==> src/rtl/bht_spec.sv <==
// Branch history tracker: keeps the history patterns that index the PHT.
// Provides local (per-entry) or global history, with optional speculative
// update and mispredict repair. Instead of a bulk-array reset it runs a
// sequential clear sweep, which a flush also restarts.
module bht_spec #(
    parameter int IWIDTH = 6,
    parameter int HWIDTH = 4,
    parameter int MODE   = 0,
    parameter int SPEC   = 1
) (
    input  logic              clk,
    input  logic              reset,
    input  logic              i_en,
    input  logic              i_flush,
    output logic              o_ready,
    input  logic [IWIDTH-1:0] i_lookup_index,
    output logic [HWIDTH-1:0] o_lookup_hist,
    input  logic              i_spec_valid,
    input  logic [IWIDTH-1:0] i_spec_index,
    input  logic              i_spec_taken,
    input  logic              i_res_valid,
    input  logic [IWIDTH-1:0] i_res_index,
    input  logic              i_res_taken,
    input  logic              i_res_mispredict,
    input  logic [HWIDTH-1:0] i_res_hist
);

    localparam int SIZE = 2**IWIDTH;

    typedef enum logic {CLEAR, READY} state_t;

    state_t            r_state;
    state_t            w_nextState;
    logic [IWIDTH-1:0] r_ptr;
    logic [IWIDTH-1:0] w_nextPtr;
    logic              w_clrWe;
    logic              w_active;
    logic              w_sameTarget;
    logic              w_resWe;
    logic              w_specWe;
    logic [HWIDTH-1:0] w_resData;
    logic [HWIDTH-1:0] w_specData;
    logic [HWIDTH-1:0] w_specCur;
    logic [HWIDTH-1:0] w_resCur;
    logic [HWIDTH-1:0] w_lookCur;
    logic              w_unused;

    // Some inputs are unused in certain MODE/SPEC combinations.
    assign w_unused = ^{i_lookup_index, i_spec_index, i_res_index, i_res_hist,
                        i_res_mispredict, i_spec_valid, i_spec_taken, w_clrWe};

    function automatic logic [HWIDTH-1:0] shiftHist(input logic [HWIDTH-1:0] h,
                                                    input logic t);
        return {h[HWIDTH-2:0], t};
    endfunction

    // State register and sweep pointer; reset returns to the start of the sweep.
    always_ff @(posedge clk or posedge reset) begin
        if (reset) begin
            r_state <= CLEAR;
            r_ptr   <= '0;
        end else begin
            r_state <= w_nextState;
            r_ptr   <= w_nextPtr;
        end
    end

    // Next-state logic: flush restarts the sweep; the sweep advances on enabled cycles.
    always_comb begin
        w_nextState = r_state;
        w_nextPtr   = r_ptr;
        w_clrWe     = 1'b0;
        if (i_flush) begin
            w_nextState = CLEAR;
            w_nextPtr   = '0;
        end else if (i_en && (r_state == CLEAR)) begin
            w_clrWe   = 1'b1;
            w_nextPtr = r_ptr + 1'b1;
            if (r_ptr == IWIDTH'(SIZE - 1)) begin
                w_nextState = READY;
            end
        end
    end

    assign w_active     = (r_state == READY) && i_en && !i_flush;
    assign w_sameTarget = (MODE == 1) || (i_res_index == i_spec_index);

    // Update arbitration: a repair beats a speculative shift of the same target.
    always_comb begin
        w_resWe    = 1'b0;
        w_specWe   = 1'b0;
        w_resData  = shiftHist(w_resCur, i_res_taken);
        w_specData = shiftHist(w_specCur, i_spec_taken);
        if (SPEC != 0) begin
            w_resWe   = w_active && i_res_valid && i_res_mispredict;
            w_resData = shiftHist(i_res_hist, i_res_taken);
            w_specWe  = w_active && i_spec_valid && !(w_resWe && w_sameTarget);
        end else begin
            w_resWe   = w_active && i_res_valid;
        end
    end

    generate
        if (MODE == 1) begin : g_global
            logic [HWIDTH-1:0] r_glob;

            assign w_specCur = r_glob;
            assign w_resCur  = r_glob;
            assign w_lookCur = r_glob;

            // Global history register; flush clears it along with the sweep.
            always_ff @(posedge clk or posedge reset) begin
                if (reset) begin
                    r_glob <= '0;
                end else if (i_flush) begin
                    r_glob <= '0;
                end else if (w_resWe) begin
                    r_glob <= w_resData;
                end else if (w_specWe) begin
                    r_glob <= w_specData;
                end
            end
        end else begin : g_local
            logic [HWIDTH-1:0] r_tb [SIZE];

            assign w_specCur = r_tb[i_spec_index];
            assign w_resCur  = r_tb[i_res_index];
            assign w_lookCur = r_tb[i_lookup_index];

            // History table: sweep clear, speculative shift and resolve write ports.
            always_ff @(posedge clk) begin
                if (w_clrWe) begin
                    r_tb[r_ptr] <= '0;
                end
                if (w_specWe) begin
                    r_tb[i_spec_index] <= w_specData;
                end
                if (w_resWe) begin
                    r_tb[i_res_index] <= w_resData;
                end
            end
        end
    endgenerate

    assign o_ready       = (r_state == READY);
    assign o_lookup_hist = (r_state == READY) ? w_lookCur : '0;

endmodule

==> config.mk <==
export PLATFORM = sky130hd
export DESIGN_NAME = bht_spec
export DESIGN_NICKNAME = d
export VERILOG_FILES = /design/src/rtl/bht_spec.sv
export SDC_FILE = /design/constraint.sdc
export NUM_CORES = 1
export LEC_CHECK = 0
export BUFFER_PORTS_ARGS = -buffer_cell sky130_fd_sc_hd__buf_2
export CAP_MARGIN = 20
export CORE_MARGIN = 3
export CORE_UTILIZATION = 40
export CTS_CLUSTER_SIZE = 20
export DETAILED_ROUTE_END_ITERATION = 6
export PLACE_DENSITY_LB_ADDON = 0.15
export SKIP_LAST_GASP = 1
export SYNTH_ARGS = -nofsm -noshare
export SYNTH_HDL_FRONTEND = slang
export SYNTH_SLANG_ARGS = --single-unit
==> constraint.sdc <==
create_clock -name clk -period 2.5 [get_ports clk]
set_input_delay 0.25 -clock clk [delete_from_list [all_inputs] [get_ports clk]]
set_output_delay 0.25 -clock clk [all_outputs]
set_load 0.03 [all_outputs]
# Yosys cells after proc, flatten, opt, wreduce, memory -nomap -nowiden
# Memories as Yosys holds them, arrays and structs flattened.
# Cells that the tools add are included.
# classes
addsub	1
n_mul	0
div_mod_pow	0
order_cmp	0
eq_ne	2
shifts	0
muxes	17
bitwise_logic	1
reduce_logical	14
# ops
op	n
6-bit 2-to-1 mux	3
1-bit 2-to-1 mux	12
1-bit logical AND	8
4-bit 2-to-1 mux	2
6-bit by 1-bit adder with 6-bit output, second input constant	1
6-bit == test	1
6-bit == test, second input constant	1
2-bit nonzero test	2
4-bit OR reduction	1
1-bit zero test	2
2-bit AND reduction	1
1-bit NOT	1
# totals
register_bits	7
latch_bits	0
ramBits	256
rom_bits	0
output_inout_bits	5
word_cells	38
n_memories	1
# mem_list
memory	depth	word_bits	rd	rd_ports_with_merged_regs	write_ports	line_no	rtl
g_local.r_tb	64	4	2	0	2	124	logic [HWIDTH-1:0] r_tb [SIZE];

# Depth between registers and ports, before layout
# Gate-level depths: netlist of the first run.
# depth
depth_word	11
depth_mapped	9
ltp_nobuf	5

# Worst setup path after synthesis of the first run
# OpenSTA, ideal clock, no wires.
# synth_path
kind	register to register
from	register r_state, in the netlist o_ready
to	memory g_local.r_tb[62][0] (enable)
setup_time_ns	0.361
arrival_time_ns	2.262
path_slack_ns	-0.124
stages_incl_launch_ff	7
n_path_buf	1
period_less_slack_ns	2.624
cell_sequence	dfrtp_1 -> nand4b_4 -> nor4_4 -> buf_6 -> a21o_4 -> mux2_2 -> o21ai_0
# synth_lines
element	line_no	rtl
from (decl)	32	state_t r_state;
from (signal assigned)	63	r_state <= w_nextState;
to (decl)	124	

==> results of run 1 <==
-- metal layers --
metal / share of wire [%] / wire length (um) / track usage (%)
met3: 8.5 / 4900 / 3.28
met4: 3.8 / 2210 / 9.63
met1: 41 / 23600 / 38.4
met5: 0 / 0 / 0
met2: 46 / 26700 / 42.2
-- repair_timing --
item | CTS | global route
resized for setup | 20 | 26
endpoints found under the hold margin | 7 | 0
buffers inserted | 0 | 5
pin swaps | 4 | 4
hold buffers | 1 | 0
endpoints found under the setup margin | 72 | 83
-- power by group --
part	internal [mW]	switching, mW	leakage, nW	total (mW)
clock	2.95	1.80	0.525	4.75
sequential	4.77	0.0131	2.52	4.79
combinational	0.356	0.503	4.26	0.858
-- stage by stage --
step	cell area (um2)	hold slack, ns	setup WS, ns	cells
6_report	19700	0.0451	-0.323	2017
2_1_floorplan	16100	0.0533	0.0352	1315
3_5_place_dp	18400	0.250	-0.142	1955
4_1_cts	19600	0.0162	-0.341	2012
3_3_place_gp	18400	0.254	-0.149	1955
5_1_grt	19700	0.0373	-0.393	2017
-- cell families (layout without fill, tap and decap cells) --
logic type	after synthesis	count (layout)	share of synthesized area [%]
AND/OR/NAND/NOR	346	346	9.62
AO/OA/AOI/OAI	322	322	12.3
flip-flops	263	263	48.7
multiplexers	235	235	24.2
buffers and inverters	137	321	4.41
XOR/XNOR	11	11	0.597
adder cells (fa/ha/maj)	1	1	0.0775
-- sequential cells by signal, summed over array words and instances (netlist names) --
signal and flops:
r_ptr 6, g_local.r_tb 256, o_ready 1
-- worst register-to-register path, cell delays in order, from the launching register on --
cell      delay, ns
dfrtp_2        0.43
nand4b_4       0.18
nor4_4         0.36
buf_12         0.16
a21o_4         0.18
mux2_2         0.43
buf_4          0.17
o21ai_0        0.18
buf_4          0.17
-- synthesized netlist by cell type, types with 5 or more instances --
master / instances
buf_1: 8
o22ai_1: 15
clkbuf_1: 43
buf_4: 9
o221ai_1: 9
buf_2: 52
mux2i_1: 33
nand3_1: 5
a31oi_1: 200
buf_6: 13
o21ai_1: 17
nand2_1: 77
nor4_2: 6
xor2_1: 8
o21ai_0: 56
inv_1: 9
edfxtp_1: 256
mux4_2: 116
nand2b_1: 8
a2111oi_0: 7
nor2_1: 214
a21oi_1: 6
nor3_1: 5
mux2_2: 85
dfrtp_1: 7
-- cell type report --
cell class | count | area, um2
fillers | 3455 | 19600
flip-flops and latches | 263 | 7860
multi-input cells | 915 | 7710
repair buffers | 254 | 2350
clock buffers | 44 | 885
well taps | 518 | 648
clock inverters | 12 | 186
inverters | 11 | 41.3
-- path summary, 6_finish.rpt --
kind / from / endpoint / cells past startpoint
min: i_flush / r_ptr[5] / 3
min in group asynchronous: reset / r_ptr[5] / 3
max reg2reg: o_ready / g_local.r_tb[62][2] / 8
min reg2reg: o_ready / o_ready / 3
max: g_local.r_tb[63][1] / o_lookup_hist[1] / 5
max in group asynchronous: reset / o_ready / 3
==> flow_summary_export.csv, run 1 <==
group,metric,value,unit
worst_setup_path,slowest_stage,"mux4_2",
logic_synthesis,synthDistinctLibCells,56,
finish,fin_nets,1507,
worst_setup_path,critPathMaxStageDelay,0.54,ns
routing,drt-vias-per-instance,6.32,
power_and_ir_drop,power,10.4,mW
die,die_area,42800,um2
run_status,status,"complete, but fails checks",
logic_synthesis,synth_top_area_cell,"edfxtp_1",
sta,final-setup-viol-count,17,
global_routing,grt_usage,26.7,%
worst_setup_path,worst-r2r-setup-slack,-0.05,ns
run,maxCapViolCount,0,
sta,final.setup.tns,-1.63,ns
sta,slew_headroom,56.1,%
hold_path,hold_class,"input port to register",
logic_synthesis,ys.flop_type,"edfxtp_1",
logic_synthesis,synth_edf_count,256,
die,die_x,207,um
logic_synthesis,synth_seq_cells,263,
finish,final_util,50.1,%
die,io_pins,36,
global_routing,grt_overflow,0,
routing,firstDrtPassIters,5,
worst_setup_path,critPathArrivalTime,2.57,ns
clock_tree,cts_tree,"built",
die,core,39300,um2
worst_setup_path,endpoint_kind,"output pin",
logic_synthesis,syn_area_per_cell,12.3,um2
clock_tree,cts_sinks,263,
worst_setup_path,crit_fanout,2,
sta,fin_ws,-0.323,ns
worst_setup_path,worstSetupPathType,"register to output pin",
finish,antenna_cells,0,
finish,synthToLayoutAreaGrowth,21.9,%
logic_synthesis,async_flop_share,2.66,%
place,place_congestion,0.941,
clock_tree,cts_buffers,30,
sta,slew_viol_final,0,
worst_setup_path,cp_top_family,"multiplexers",
clock_tree,root_buffer,"clkbuf_16",
routing,drtAntennaViolNets,0,
die,rows,72,
clock_tree,path_clk_slew,0.06,ns
logic_synthesis,netlist_area,16100,um2
finish,final_cell_mix,"edfxtp_1, nor2_1, a31oi_1",
power_and_ir_drop,power_density,528,nW/um2
logic_synthesis,ys_seq_area_share,48.7,%
clock_tree,clock_tree.buffer_depth,3,
sta,fin_crit,2.82,ns
place,hpwl,38400,um
power_and_ir_drop,p_leak,7.30,nW
die,die_h,207,um
routing,wl,57400,um
logic_synthesis,yosysWarnings,0,
die,start_util,41.1,%
sta,period_share,113,%
sta,rsz0062_at_grt,"yes",
routing,dr.first_iter.drc_count,1465,
global_routing,grt_pass1_vias,12100,
finish,drive_above_1_share,36.8,%
routing,num_vias,12800,
global_routing,grt_max_degree,65,
routing,drc,0,
worst_setup_path,worstPathRequired,2.25,ns
logic_synthesis,synth_nets,1347,
global_routing,antenna_found_initial,1,
finish,final_common_cell,"edfxtp_1",
power_and_ir_drop,irDropWorstVdd,536,uV
worst_setup_path,path_cells,"mux4_2 -> mux4_2 -> mux2i_1 -> o22ai_2 -> buf_6",
sta,worst_pin_slew,0.651,ns
logic_synthesis,synth_top_area_share,47.6,%
routing,wl_per_cell,28.5,um
worst_setup_path,crit_top_cell,"mux4_2",
clock_tree,clock_latency,0.57,ns
run_status,violations,"setup timing",
sta,hold_viol,0,
global_routing,grt_pass1_wl,83500,um
sta,finClkSkew,0.0174,ns
worst_setup_path,critical_path_buf_inv_count,1,
clock_tree,h-tree-depth,1,
logic_synthesis,synth_area_leaders,"edfxtp_1, mux4_2, a31oi_1",
logic_synthesis,netlist_instances,1315,
worst_setup_path,cp-start-kind,"register",
place,placement.io_buffers,34,
sta,fmax,0.354,GHz
Note: power is estimated with default switching activity, not from simulation.
==> inputs of run 2 (changes only) <==
- ABC_AREA: unset -> 1
- BUFFER_PORTS_ARGS: -buffer_cell sky130_fd_sc_hd__buf_2 -> -buffer_cell sky130_fd_sc_hd__buf_4
==> run 2 against run 1 <==
Net effect: the flow now finishes without violations; synthesized cell count grew 88%; register-to-register slack gained 0.18 ns; core utilization shrank 2.6 points; global-route usage grew 0.83 points; area after synthesis grew 6.5%.
==> flow_summary_export.csv, run 2 <==
group,metric,value,unit
worst_setup_path,critPathArrivalTime,2.20,ns
run_status,status,"finished clean",
clock_tree,h-tree-depth,1,
logic_synthesis,syn_area_per_cell,6.95,um2
run,maxCapViolCount,0,
routing,firstDrtPassIters,5,
clock_tree,path_clk_slew,0.06,ns
logic_synthesis,synth_nets,2506,
finish,final_util,47.5,%
global_routing,antenna_found_initial,0,
sta,final.setup.tns,0,ns
sta,period_share,98.1,%
worst_setup_path,crit_fanout,1,
worst_setup_path,cp_top_family,"simple AND/OR/NAND/NOR gates",
place,place_congestion,0.906,
worst_setup_path,worstSetupPathType,"register to output pin",
global_routing,grt_pass1_vias,15900,
clock_tree,clock_latency,0.58,ns
finish,antenna_cells,0,
finish,drive_above_1_share,11.0,%
routing,wl_per_cell,20.7,um
worst_setup_path,cp-startpoint,"g_local.r_tb[17][3]",
clock_tree,clock_tree.buffer_depth,3,
logic_synthesis,synth_seq_cells,263,
worst_setup_path,slowest_stage,"edfxtp_1",
global_routing,grt_pass1_wl,94600,um
global_routing,grt_overflow,0,
logic_synthesis,yosysWarnings,0,
finish,synthToLayoutAreaGrowth,16.6,%
worst_setup_path,path_cells,"nand2_1 -> nand3_1 -> nand3_1 -> nand2_1 -> nand2_1 -> nand3_1 -> nand3_1 -> a21oi_1 -> buf_4",
sta,final-setup-viol-count,0,
worst_setup_path,r2r-start,"o_ready",
logic_synthesis,netlist_area,17200,um2
place,placement.io_buffers,34,
routing,num_vias,16900,
logic_synthesis,synth_top_area_share,44.7,%
routing,drtAntennaViolNets,0,
place,hpwl,42100,um
sta,slew_viol_final,0,
worst_setup_path,cp-start-kind,"register",
routing,dr.first_iter.drc_count,1935,
worst_setup_path,cp.depth,9,
clock_tree,cts_sinks,263,
sta,slew_headroom,48.3,%
routing,drt-vias-per-instance,5.49,
finish,fin_nets,2550,
die,rows,75,
clock_tree,post_cts_buffers,0,
power_and_ir_drop,p_leak,8.77,nW
worst_setup_path,critical_path_buf_inv_count,1,
worst_setup_path,crit_top_cell,"nand3_1",
logic_synthesis,ys_seq_area_share,45.7,%
sta,fin_crit,2.45,ns
sta,rsz0062_at_grt,"yes",
logic_synthesis,synth_top_area_cell,"edfxtp_1",
worst_setup_path,critPathMaxStageDelay,0.33,ns
logic_synthesis,ys.flop_type,"edfxtp_1",
logic_synthesis,synth_edf_count,256,
finish,regMostFlops,"g_local.r_tb",
hold_path,hold_depth,4,
logic_synthesis,netlist_instances,2474,
finish,largest_reg_flops,256,
power_and_ir_drop,irDropWorstVdd,526,uV
clock_tree,cts_buffers,31,
clock_tree,cts_tree,"built",
global_routing,grt_usage,27.6,%
die,die_area,45500,um2
hold_path,hp-start,"i_flush",
die,die_x,213,um
die,core,42200,um2
finish,final_common_cell,"nand2_1",
routing,wl,63800,um
routing,drc,0,
sta,worst_pin_slew,0.775,ns
clock_tree,root_buffer,"clkbuf_16",
logic_synthesis,yosysMostFrequentCell,"nand2_1",
sta,hold_viol,0,
worst_setup_path,reg2reg_depth,12,
power_and_ir_drop,power_density,521,nW/um2
logic_synthesis,synth_area_leaders,"edfxtp_1, nand2_1, nand3_1",
logic_synthesis,synthDistinctLibCells,28,
finish,final_cell_mix,"nand2_1, nand3_1, edfxtp_1",
global_routing,grt_max_degree,70,
logic_synthesis,async_flop_share,2.66,%
worst_setup_path,worstPathRequired,2.25,ns
worst_setup_path,endpoint_kind,"output pin",
hold_path,hold_class,"input port to register",
die,io_pins,36,
sta,finClkSkew,0.0186,ns
sta,fmax,0.408,GHz
die,start_util,40.7,%
logic_synthesis,ys_top_cells_by_count,"nand2_1, nand3_1, edfxtp_1",
die,die_h,213,um
## run 2: path summary, 6_finish.rpt
kind                                        to  slack, ns
setup reg to reg           g_local.r_tb[15][0]       0.13
hold reg to reg                       r_ptr[5]       0.62
hold / removal                        r_ptr[4]       0.08
max in group asynchronous             r_ptr[2]       2.11
min in group asynchronous             r_ptr[4]       0.16
setup / recovery              o_lookup_hist[3]       0.05
## run 2: cell families (layout without fill, tap and decap cells)
kind of cell,count (synthesis),count (layout),share of synthesized area (%)
AND/OR/NAND/NOR,1655,1655,38.9
buffers and inverters,314,383,7.57
flip-flops,263,263,45.7
AO/OA/AOI/OAI,239,239,7.64
XOR/XNOR,2,2,0.102
adder cells (fa/ha/maj),1,1,0.0727
## run 2: where the power goes
| part | total [mW] | internal, mW | leakage (nW) | switching [mW] |
|---|---|---|---|---|
| logic | 1.03 | 0.311 | 5.24 | 0.716 |
| registers | 4.78 | 4.77 | 3.01 | 0.00602 |
| clock network | 4.65 | 2.76 | 0.517 | 1.89 |
| total | 10.5 | 7.84 | 8.77 | 2.61 |
## run 2: what timing repair did
item	in CTS	in global routing
gates resized for setup	0	46
endpoints found under the setup margin	0	299
hold buffers	3	0
endpoints found under the hold margin	9	0
## run 2: per-layer routing
metal	wire length (um)	track usage, %	vias to the layer above
met5	0	0	-
met3	6400	5.53	170
met2	28200	43.3	839
li1	-	-	8097
met4	2540	10.8	0
met1	26700	37.8	7817
## run 2: area by class of cell
cell class | count | area, um2
clock inverter | 15 | 135
inverter | 169 | 637
multi-input combinational | 1897 | 8160
sequential | 263 | 7860
timing repair buffer | 156 | 1680
tap | 539 | 674
clock buffer | 43 | 915
fill | 4241 | 22200
## run 2: tightest hold or removal path: stages
cell     delay, ns
buf_4         0.09
inv_1         0.05
nand2_1       0.13
o21ai_0       0.10
## run 2: metrics by stage
stage	cell area [um2]	power [mW]	setup slack [ns]	std cells	hold slack (ns)
CTS	19900	10.5	0.0348	3081	0.0575
detailed placement	18800	5.87	-0.0285	3020	0.214
global placement	18800	5.86	0.00881	3020	0.211
finish	20100	10.5	0.0485	3082	0.0773
global route	20100	10.7	-0.0461	3082	0.0838
floorplan	17200	5.42	0.212	2474	0.0534
==> inputs of run 3 (changes only) <==
- CAP_MARGIN: 20 -> unset
- CORE_ASPECT_RATIO: unset -> 0.75
==> run 3 against run 2 <==
Net effect: global-route usage grew 1.2 points; die area is essentially flat; non-clock buffer count grew 35; first-iteration DRC count grew 3.8%; wire length grew 3.6%; clock-buffer cell count shrank 10; cell area grew 1.3%; critical path type unchanged; critical endpoint is now o_lookup_hist[1].
==> flow_summary_export.csv, run 3 (same netlist as run 2, synthesis figures left out) <==
group,metric,value,unit
run_status,status,"finished clean",
die,start_util,40.7,%
routing,drtAntennaViolNets,0,
clock_tree,cts_sinks,263,
power_and_ir_drop,irDropWorstVdd,465,uV
worst_setup_path,worstPathRequired,2.25,ns
clock_tree,root_buffer,"clkbuf_16",
clock_tree,h-tree-depth,1,
finish,multi_input_area,8260,um2
place,placement.io_buffers,34,
global_routing,grt_pass1_wl,98000,um
routing,drt-vias-per-instance,5.51,
worst_setup_path,r2r-end,"g_local.r_tb[12][0]",
die,io_pins,36,
clock_tree,cts_tree,"built",
hold_path,hold_class,"input port to register",
die,die_h,186,um
sta,whs,0.0882,ns
finish,regArea,7860,um2
die,core,42300,um2
global_routing,grt_max_degree,77,
worst_setup_path,crit_fanout,2,
finish,fin_nets,2583,
sta,fin_crit,2.41,ns
worst_setup_path,worstSetupPathType,"register to output pin",
finish,regMostFlops,"g_local.r_tb",
place,place_area,19100,um2
power_and_ir_drop,p_leak,8.91,nW
global_routing,grt_pass1_vias,15900,
global_routing,grt_usage,28.7,%
routing,drc,0,
finish,synthToLayoutAreaGrowth,18.2,%
clock_tree,cts_buffers,29,
global_routing,antenna_found_initial,1,
worst_setup_path,worst-r2r-setup-slack,0.10,ns
finish,drive_above_1_share,12.8,%
routing,wl,66000,um
sta,slew_viol_final,0,
worst_setup_path,path_cells,"nand2_1 -> nand3_1 -> nand3_1 -> a21oi_1 -> o211ai_1 -> a21oi_2 -> buf_4",
sta,hold_viol,0,
die,rows,65,
finish,final_cell_mix,"nand2_1, nand3_1, edfxtp_1",
routing,wl_per_cell,21.0,um
routing,num_vias,17300,
clock_tree,clock_latency,0.59,ns
finish,final_common_cell,"nand2_1",
place,hpwl,43000,um
finish,stdcell_area,20300,um2
sta,fmax,0.415,GHz
place,place_congestion,0.914,
power_and_ir_drop,power_density,497,nW/um2
sta,period_share,96.4,%
worst_setup_path,r2r-start,"o_ready",
die,die_x,245,um
power_and_ir_drop,power,10.1,mW
sta,slew_headroom,57.3,%
worst_setup_path,endpoint_kind,"output pin",
die,die_area,45500,um2
clock_tree,path_clk_slew,0.06,ns
worst_setup_path,cp-start-kind,"register",
run,maxCapViolCount,0,
worst_setup_path,critPathMaxStageDelay,0.39,ns
worst_setup_path,slowest_stage,"edfxtp_1",
worst_setup_path,cp-startpoint,"g_local.r_tb[52][1]",
clock_tree,clock_tree.buffer_depth,3,
sta,finClkSkew,0.0259,ns
sta,final-setup-viol-count,0,
worst_setup_path,crit_end,"o_lookup_hist[1]",
routing,dr.first_iter.drc_count,2008,
finish,largest_reg_flops,256,
worst_setup_path,critPathArrivalTime,2.16,ns
worst_setup_path,crit_top_cell,"nand3_1",
worst_setup_path,reg2reg_depth,10,
sta,worst_pin_slew,0.640,ns
routing,firstDrtPassIters,6,
finish,antenna_cells,0,
global_routing,grt_overflow,0,
finish,n_fill_cell,4255,
hold_path,hold_depth,5,
run 3: cell types whose count changed in the layout (fill, tap and decap cells not counted), moves of 3 or more:
| cell | before | now |
|---|---|---|
| buf_4 | 113 | 146 |
| nand2_1 | 1110 | 1091 |
| nand2_2 | 39 | 56 |
| clkbuf_16 | 35 | 29 |
| nor2_2 | 15 | 9 |
| clkinv_1 | 3 | 8 |
| buf_6 | 1 | 5 |
| clkbuf_8 | 3 | 0 |
| nor2_1 | 188 | 191 |
| nor2_4 | 8 | 11 |
run 3: layout make-up:
type / count / share of cell area [%]
Multi-Input combinational cell: 1897 / 40.6
Sequential cell: 263 / 38.7
Timing Repair Buffer: 191 / 9.51
Clock buffer: 33 / 3.65
Tap cell: 569 / 3.50
Inverter: 169 / 3.13
Clock inverter: 21 / 0.868
run 3: stage by stage:
| stage | std cells | setup WS [ns] | util, % | setup TNS [ns] |
|---|---|---|---|---|
| 6_report | 3143 | 0.0909 | 48.0 | 0 |
| 3_3_place_gp | 3086 | -0.137 | 45.2 | -6.48 |
| 3_5_place_dp | 3086 | -0.142 | 45.2 | -11.29 |
| 5_1_grt | 3143 | -0.0326 | 48.0 | -1.06 |
| 2_1_floorplan | 2474 | 0.212 | - | 0 |
| 4_1_cts | 3142 | 0.00132 | 47.5 | 0 |
run 3: critical path: cells and delay by family, from the launching register on:
kind                   cells  cell delay, ns
and+or+nand+nor            3            0.28
buffers and inverters      1            0.19
DFF                        1            0.39
AOI/OAI and AO/OA          3            0.72
run 3: worst min path at each step:
stage            start  slack (ns)        to
2_1_floorplan    reset        0.05   o_ready
3_3_place_gp     reset        0.24   o_ready
3_5_place_dp     reset        0.25   o_ready
4_1_cts        i_flush        0.04  r_ptr[5]
5_1_grt        i_flush        0.12  r_ptr[5]
6_report       i_flush        0.09  r_ptr[5]
run 3: what timing repair did:
item	CTS	global route
hold buffers	2	0
gates resized for setup	5	73
hold endpoints to repair	8	0
endpoints found under the setup margin	59	261
setup buffers	0	1
pin swaps	0	18
run 3: power breakdown:
| part | switching, mW | internal, mW |
|---|---|---|
| combinational | 0.748 | 0.295 |
| sequential | 0.00544 | 4.77 |
| clock | 1.85 | 2.42 |
run 3: routing by layer:
metal | wire length [um] | vias up | GRT usage (%)
li1 | - | 8158 | -
met1 | 28200 | 8007 | 41.0
met2 | 27700 | 1014 | 43.3
met3 | 8010 | 153 | 6.97
met4 | 2070 | 0 | 8.83
met5 | 0 | - | 0
